[config.mk]
export PLATFORM = sky130hd
export DESIGN_NAME = md5_pad
export DESIGN_NICKNAME = d
export VERILOG_FILES = /design/src/rtl/md5_pad.sv
export SDC_FILE = /design/constraint.sdc
export NUM_CORES = 1
export LEC_CHECK = 0
export CAP_MARGIN = 40
export CORE_AREA = 10 10 243 245
export DETAILED_ROUTE_END_ITERATION = 10
export DIE_AREA = 0 0 253 255
export PLACE_DENSITY = 0.74
export SLEW_MARGIN = 15
export SYNTH_ARGS = -nofsm -noshare
export SYNTH_HDL_FRONTEND = slang
export SYNTH_SLANG_ARGS = --single-unit
[constraint.sdc]
create_clock -name clk -period 3.5 [get_ports clk]
set_input_delay 0.7 -clock clk [delete_from_list [all_inputs] [get_ports clk]]
set_output_delay 0.7 -clock clk [all_outputs]
set_load 0.1 [all_outputs]
[src/rtl/md5_pad.sv]
// MD5 message padder: packs a byte stream into 512-bit blocks, appends the 0x80 marker,
// zero fill and the 64-bit little-endian bit length, adding a second block when needed.
module md5_pad #(
    parameter int unsigned BYTE_CNT_W = 32
) (
    input  logic         clk,
    input  logic         reset,
    input  logic         byte_valid,
    input  logic [7:0]   byte_data,
    input  logic         msg_end,
    output logic         byte_ready,
    output logic         blk_valid,
    output logic [511:0] blk_data,
    output logic         blk_last,
    input  logic         blk_ready,
    output logic         busy
);

    typedef enum logic [1:0] {StFill, StSend, StExtra} state_e;

    state_e                state;
    logic [5:0]            idx;
    logic [BYTE_CNT_W-1:0] total;
    logic [511:0]          buffer;
    logic                  need_extra;
    logic [63:0]           bit_len;
    logic [511:0]          end_buf;

    assign bit_len  = 64'({total, 3'b000});
    assign blk_data = buffer;

    // Current buffer with the marker at idx, zeros above it, and the length if it fits.
    always_comb begin
        end_buf = buffer;
        for (int i = 0; i < 64; i++) begin
            if (6'(i) == idx) begin
                end_buf[8*i +: 8] = 8'h80;
            end else if (6'(i) > idx) begin
                end_buf[8*i +: 8] = 8'h00;
            end
        end
        if (idx <= 6'd55) begin
            end_buf[511:448] = bit_len;
        end
    end

    always_ff @(posedge clk) begin
        if (!reset) begin
            state      <= StFill;
            idx        <= '0;
            total      <= '0;
            buffer     <= '0;
            need_extra <= 1'b0;
            blk_last   <= 1'b0;
            busy       <= 1'b0;
            byte_ready <= 1'b1;
            blk_valid  <= 1'b0;
        end else begin
            unique case (state)
                StFill: begin
                    // A byte takes priority; a concurrent msg_end stays pending.
                    if (byte_valid) begin
                        buffer[{idx, 3'b000} +: 8] <= byte_data;
                        idx   <= idx + 6'd1;
                        total <= total + BYTE_CNT_W'(1);
                        busy  <= 1'b1;
                        if (idx == 6'd63) begin
                            blk_last   <= 1'b0;
                            byte_ready <= 1'b0;
                            blk_valid  <= 1'b1;
                            state      <= StSend;
                        end
                    end else if (msg_end) begin
                        buffer     <= end_buf;
                        busy       <= 1'b1;
                        byte_ready <= 1'b0;
                        blk_valid  <= 1'b1;
                        state      <= StSend;
                        if (idx <= 6'd55) begin
                            blk_last <= 1'b1;
                        end else begin
                            blk_last   <= 1'b0;
                            need_extra <= 1'b1;
                        end
                    end
                end
                StSend: begin
                    if (blk_ready) begin
                        buffer    <= '0;
                        blk_valid <= 1'b0;
                        if (need_extra) begin
                            state <= StExtra;
                        end else begin
                            state      <= StFill;
                            byte_ready <= 1'b1;
                            if (blk_last) begin
                                total    <= '0;
                                idx      <= '0;
                                busy     <= 1'b0;
                                blk_last <= 1'b0;
                            end
                        end
                    end
                end
                StExtra: begin
                    buffer     <= {bit_len, 448'b0};
                    blk_last   <= 1'b1;
                    need_extra <= 1'b0;
                    blk_valid  <= 1'b1;
                    state      <= StSend;
                end
                default: begin
                    state <= StFill;
                end
            endcase
        end
    end

endmodule

==> impl_metrics.prom <==
# TYPE chip_impl_metric gauge
chip_impl_metric{name="htree_levels",unit=""} 2
chip_impl_metric{name="power.ir.vdd_worst",unit="mV"} 0.392
chip_impl_metric{name="register_bit_total_from_synthesis",unit=""} 557
chip_impl_metric{name="grt.total_usage",unit=""} 0.360
chip_impl_metric{name="post-place-ws",unit="ns"} 0.105
chip_impl_metric{name="io_pins",unit=""} 529
chip_impl_metric{name="clock-skew-final",unit="ns"} 0.0279
chip_impl_info{name="netlist.top_cell.by_area",value="sky130_fd_sc_hd__dfxtp_1"} 1
chip_impl_metric{name="die_h",unit="µm"} 255
chip_impl_metric{name="maxCapViolCount",unit=""} 0
chip_impl_metric{name="grt_start_max_net_pins",unit=""} 75
chip_impl_metric{name="drt_drc_violations_left",unit=""} 0
chip_impl_metric{name="tightestPinTransition",unit="ns"} 0.945
chip_impl_metric{name="placementRows",unit=""} 86
chip_impl_info{name="cp-end-kind",value="flop"} 1
chip_impl_metric{name="global_route_wire_length_before_repair",unit="mm"} 176
chip_impl_metric{name="cp_max_fo",unit=""} 11
chip_impl_metric{name="tritoncts.num_buffers",unit=""} 56
chip_impl_metric{name="worst-endpoint-arrival",unit="ns"} 3.76
chip_impl_metric{name="dp.final_hpwl",unit="mm"} 91.7
chip_impl_metric{name="drt-vias-per-instance",unit=""} 6.04
chip_impl_metric{name="floorplan.core_area",unit="µm²"} 54400
chip_impl_metric{name="cts_num_sinks",unit=""} 557
chip_impl_metric{name="drt_pass1_iterations",unit=""} 8
chip_impl_info{name="synth.area.top_cells",value="sky130_fd_sc_hd__dfxtp_1 44%, sky130_fd_sc_hd__mux2i_1 15%, sky130_fd_sc_hd__nor2_1 8.9%"} 1
chip_impl_metric{name="hold_violations",unit=""} 0
chip_impl_metric{name="number_of_global_route_vias_before_repair",unit=""} 26900
chip_impl_metric{name="antenna_found_initial",unit=""} 4
chip_impl_info{name="synthFlopType",value="sky130_fd_sc_hd__dfxtp_1"} 1
chip_impl_metric{name="ctsLongestPathBuffers",unit=""} 3
chip_impl_metric{name="syn-instance-count",unit=""} 2835
chip_impl_metric{name="design.die.area",unit="µm²"} 64500
chip_impl_metric{name="fmax",unit="MHz"} 307
chip_impl_metric{name="worst_slew_margin_rel",unit=""} 0.368
chip_impl_metric{name="drive_gt1_frac",unit=""} 0.254
chip_impl_metric{name="wirelength",unit="mm"} 121
chip_impl_metric{name="slew_violations",unit=""} 0
chip_impl_metric{name="period_minus_slack",unit="ns"} 3.26
chip_impl_metric{name="finish.net_count",unit=""} 3652
chip_impl_metric{name="cts-hold-fix-buffers",unit=""} 0
chip_impl_metric{name="syn2layout_area_growth",unit="%"} 44.9
chip_impl_info{name="worstSetupStartpointType",value="flop"} 1
chip_impl_metric{name="post_drt_wl_per_cell",unit="µm"} 27.6
chip_impl_metric{name="n_fill_cell",unit=""} 4138
chip_impl_metric{name="port-buffer-count",unit=""} 528
chip_impl_info{name="run_status",value="finished, final reports clean"} 1
chip_impl_metric{name="synthesis.yosys.warnings",unit=""} 0
chip_impl_info{name="hold_path.class",value="reg -> reg"} 1
chip_impl_info{name="clock_tree_from_tritoncts",value="built"} 1
chip_impl_metric{name="route.vias.total",unit=""} 26500
chip_impl_metric{name="cts.reportedPaths.clkPinSlew",unit="ns"} 0.06
chip_impl_metric{name="timing.final.setup_violations",unit=""} 0
chip_impl_metric{name="postRouteAntennaNets",unit=""} 0
chip_impl_metric{name="power-per-cell-area",unit="nW/µm²"} 441
chip_impl_metric{name="gp_congestion",unit=""} 1.05
chip_impl_metric{name="synth_nets",unit=""} 2859
chip_impl_metric{name="final_min_period_over_clock_period",unit=""} 0.931
chip_impl_metric{name="fin_setup_tns",unit="ns"} 0
chip_impl_metric{name="fin_ws",unit="ns"} 0.241
chip_impl_metric{name="synthDominantCellAreaShare",unit=""} 0.442
chip_impl_metric{name="initial_utilization",unit=""} 0.463
chip_impl_metric{name="synth_cell_type_count",unit=""} 104
chip_impl_metric{name="crit_path_required_time",unit="ns"} 4.00
chip_impl_metric{name="dr.first_iter.drc_count",unit=""} 2603
chip_impl_metric{name="syn_std_cell_area",unit="µm²"} 25200
chip_impl_info{name="worst-setup-path-type",value="reg -> reg"} 1
chip_impl_metric{name="total_leakage_power",unit="nW"} 15.1
chip_impl_metric{name="synthesis.area_per_instance",unit="µm²"} 8.89
chip_impl_info{name="grt_setup_unrepaired",value="false"} 1
chip_impl_metric{name="reg2reg_slack",unit="ns"} 0.24
chip_impl_metric{name="synth_edf_count",unit=""} 0
chip_impl_info{name="cts-root-buf",value="sky130_fd_sc_hd__clkbuf_16"} 1
chip_impl_metric{name="asr_flop_ratio_synth",unit=""} 0
chip_impl_metric{name="die_w",unit="µm"} 253
chip_impl_metric{name="clk-insertion-delay-late",unit="ns"} 0.63
chip_impl_metric{name="synth_seq_area_share",unit=""} 0.442
chip_impl_metric{name="gr-total-overflow",unit=""} 0
==> timing repair <==
item | CTS | global route
buffers inserted | 0 | 0
gates resized for setup | 0 | 1
hold endpoints to repair | 0 | 0
setup endpoints to repair | 0 | 1
==> Yosys cell counts (all sizes together) (11+ instances only) <==
master and number:
or3 29, o32ai 11, or4 12, ha 11, a31oi 16, nor2 600, nor4 31, and2 21
xor2 18, nor3b 11, dfxtp 557, nand2b 25, nand2 160, o211ai 16, nor3 103, inv 12
a221oi 15, nor2b 21, o21ai 125, a21oi 124, clkbuf 128, a22oi 30, nand4 20, buf 67
o211a 18, mux2i 377, xnor2 15, o31ai 25, a21boi 11, nand3 74
==> area by class of cell <==
cell class | instances | area [µm²] | share of cell area
Antenna cell | 4 | 10.0 | 0.000274
Clock buffer | 75 | 1620 | 0.0445
Clock inverter | 29 | 333 | 0.00911
Inverter | 14 | 52.6 | 0.00144
Multi-Input combinational cell | 2069 | 13200 | 0.362
Sequential cell | 557 | 11200 | 0.305
Tap cell | 704 | 881 | 0.0241
Timing Repair Buffer | 930 | 9240 | 0.253
==> worst max-delay path, cell delays in order, from the launching register on <==
cell and delay [ns]:
sky130_fd_sc_hd__dfxtp_2 0.33, sky130_fd_sc_hd__clkinv_1 0.08, sky130_fd_sc_hd__ha_1 0.26, sky130_fd_sc_hd__buf_4 0.20, sky130_fd_sc_hd__o21ai_0 0.64, sky130_fd_sc_hd__a221oi_2 0.35
sky130_fd_sc_hd__buf_4 0.30, sky130_fd_sc_hd__nor4_4 0.65, sky130_fd_sc_hd__mux2i_1 0.29, sky130_fd_sc_hd__nor2_1 0.07
==> stage by stage <==
stage	cell area [µm²]	cells	hold slack [ns]	total power (W)	utilization
after floorplan	25200	2835	0.467	0.00860	-
after global placement	31500	4095	0.441	0.00966	0.579
after detailed placement	34500	4271	0.448	0.00973	0.634
after CTS	36500	4375	0.462	0.0160	0.670
after global routing	36500	4381	0.479	0.0165	0.671
final	36500	4382	0.460	0.0161	0.671
==> cells by family after synthesis <==
group	synth area share
flip-flops	0.442
multiplexers	0.151
XOR/XNOR	0.0118
buffers and inverters	0.0352
AO/OA/AOI/OAI	0.134
AND/OR/NAND/NOR	0.221
adder cells (fa/ha/maj)	0.00546
==> sequential cells by signal (all words and copies together) (netlist names), named ones only <==
| register | cells |
|---|---|
| blk_data | 480 |
| blk_last | 1 |
| blk_valid | 1 |
| busy | 1 |
| byte_ready | 1 |
| idx | 6 |
| need_extra | 1 |
| state | 2 |
| total | 32 |
==> layer usage <==
layer,up-vias,share of wire,track usage
li1,11600,-,-
met1,12900,0.37,0.413
met2,1509,0.47,0.594
met3,395,0.099,0.109
met4,0,0.057,0.194
met5,-,0,0
==> path summary, 6_finish.rpt <==
| path | from | endpoint | cells past startpoint |
|---|---|---|---|
| setup reg to reg | idx[0] | blk_data[27] | 9 |
| setup / recovery | idx[0] | blk_data[27] | 9 |
| hold reg to reg | blk_data[407] | blk_data[407] | 1 |
| hold / removal | blk_data[407] | blk_data[407] | 1 |
==> placed cells by master (no fill, tap or decap), types with 17 or more instances in the layout <==
cell type / synthesis / routed
sky130_fd_sc_hd__nand3_1: 70 / 70
sky130_fd_sc_hd__clkdlybuf4s50_1: 0 / 176
sky130_fd_sc_hd__nand4_1: 19 / 19
sky130_fd_sc_hd__nand2b_1: 25 / 25
sky130_fd_sc_hd__nor2_1: 599 / 597
sky130_fd_sc_hd__buf_16: 0 / 31
sky130_fd_sc_hd__mux2i_1: 377 / 376
sky130_fd_sc_hd__nand2_1: 157 / 156
sky130_fd_sc_hd__xor2_1: 18 / 18
sky130_fd_sc_hd__a22oi_1: 30 / 30
sky130_fd_sc_hd__buf_8: 0 / 143
sky130_fd_sc_hd__nor4_1: 18 / 17
sky130_fd_sc_hd__o211a_1: 18 / 18
sky130_fd_sc_hd__nor3_1: 86 / 85
sky130_fd_sc_hd__buf_4: 3 / 557
sky130_fd_sc_hd__o21ai_0: 72 / 72
sky130_fd_sc_hd__or3_1: 29 / 28
sky130_fd_sc_hd__a21oi_1: 124 / 124
sky130_fd_sc_hd__clkbuf_16: 0 / 57
sky130_fd_sc_hd__o31ai_1: 25 / 24
sky130_fd_sc_hd__dfxtp_1: 557 / 555
sky130_fd_sc_hd__nor2b_1: 21 / 21
sky130_fd_sc_hd__o21ai_1: 51 / 50
sky130_fd_sc_hd__and2_1: 20 / 20
==> where the power goes <==
part | leakage, nW | switching (W) | internal, W | total [W]
clock | 0.963 | 0.00270 | 0.00371 | 0.00642
combinational | 9.62 | 0.00241 | 0.000743 | 0.00315
sequential | 4.50 | 0.0000883 | 0.00645 | 0.00654
total | 15.1 | 0.00520 | 0.0109 | 0.0161
No activity file was read; power rests on OpenSTA's default activity.
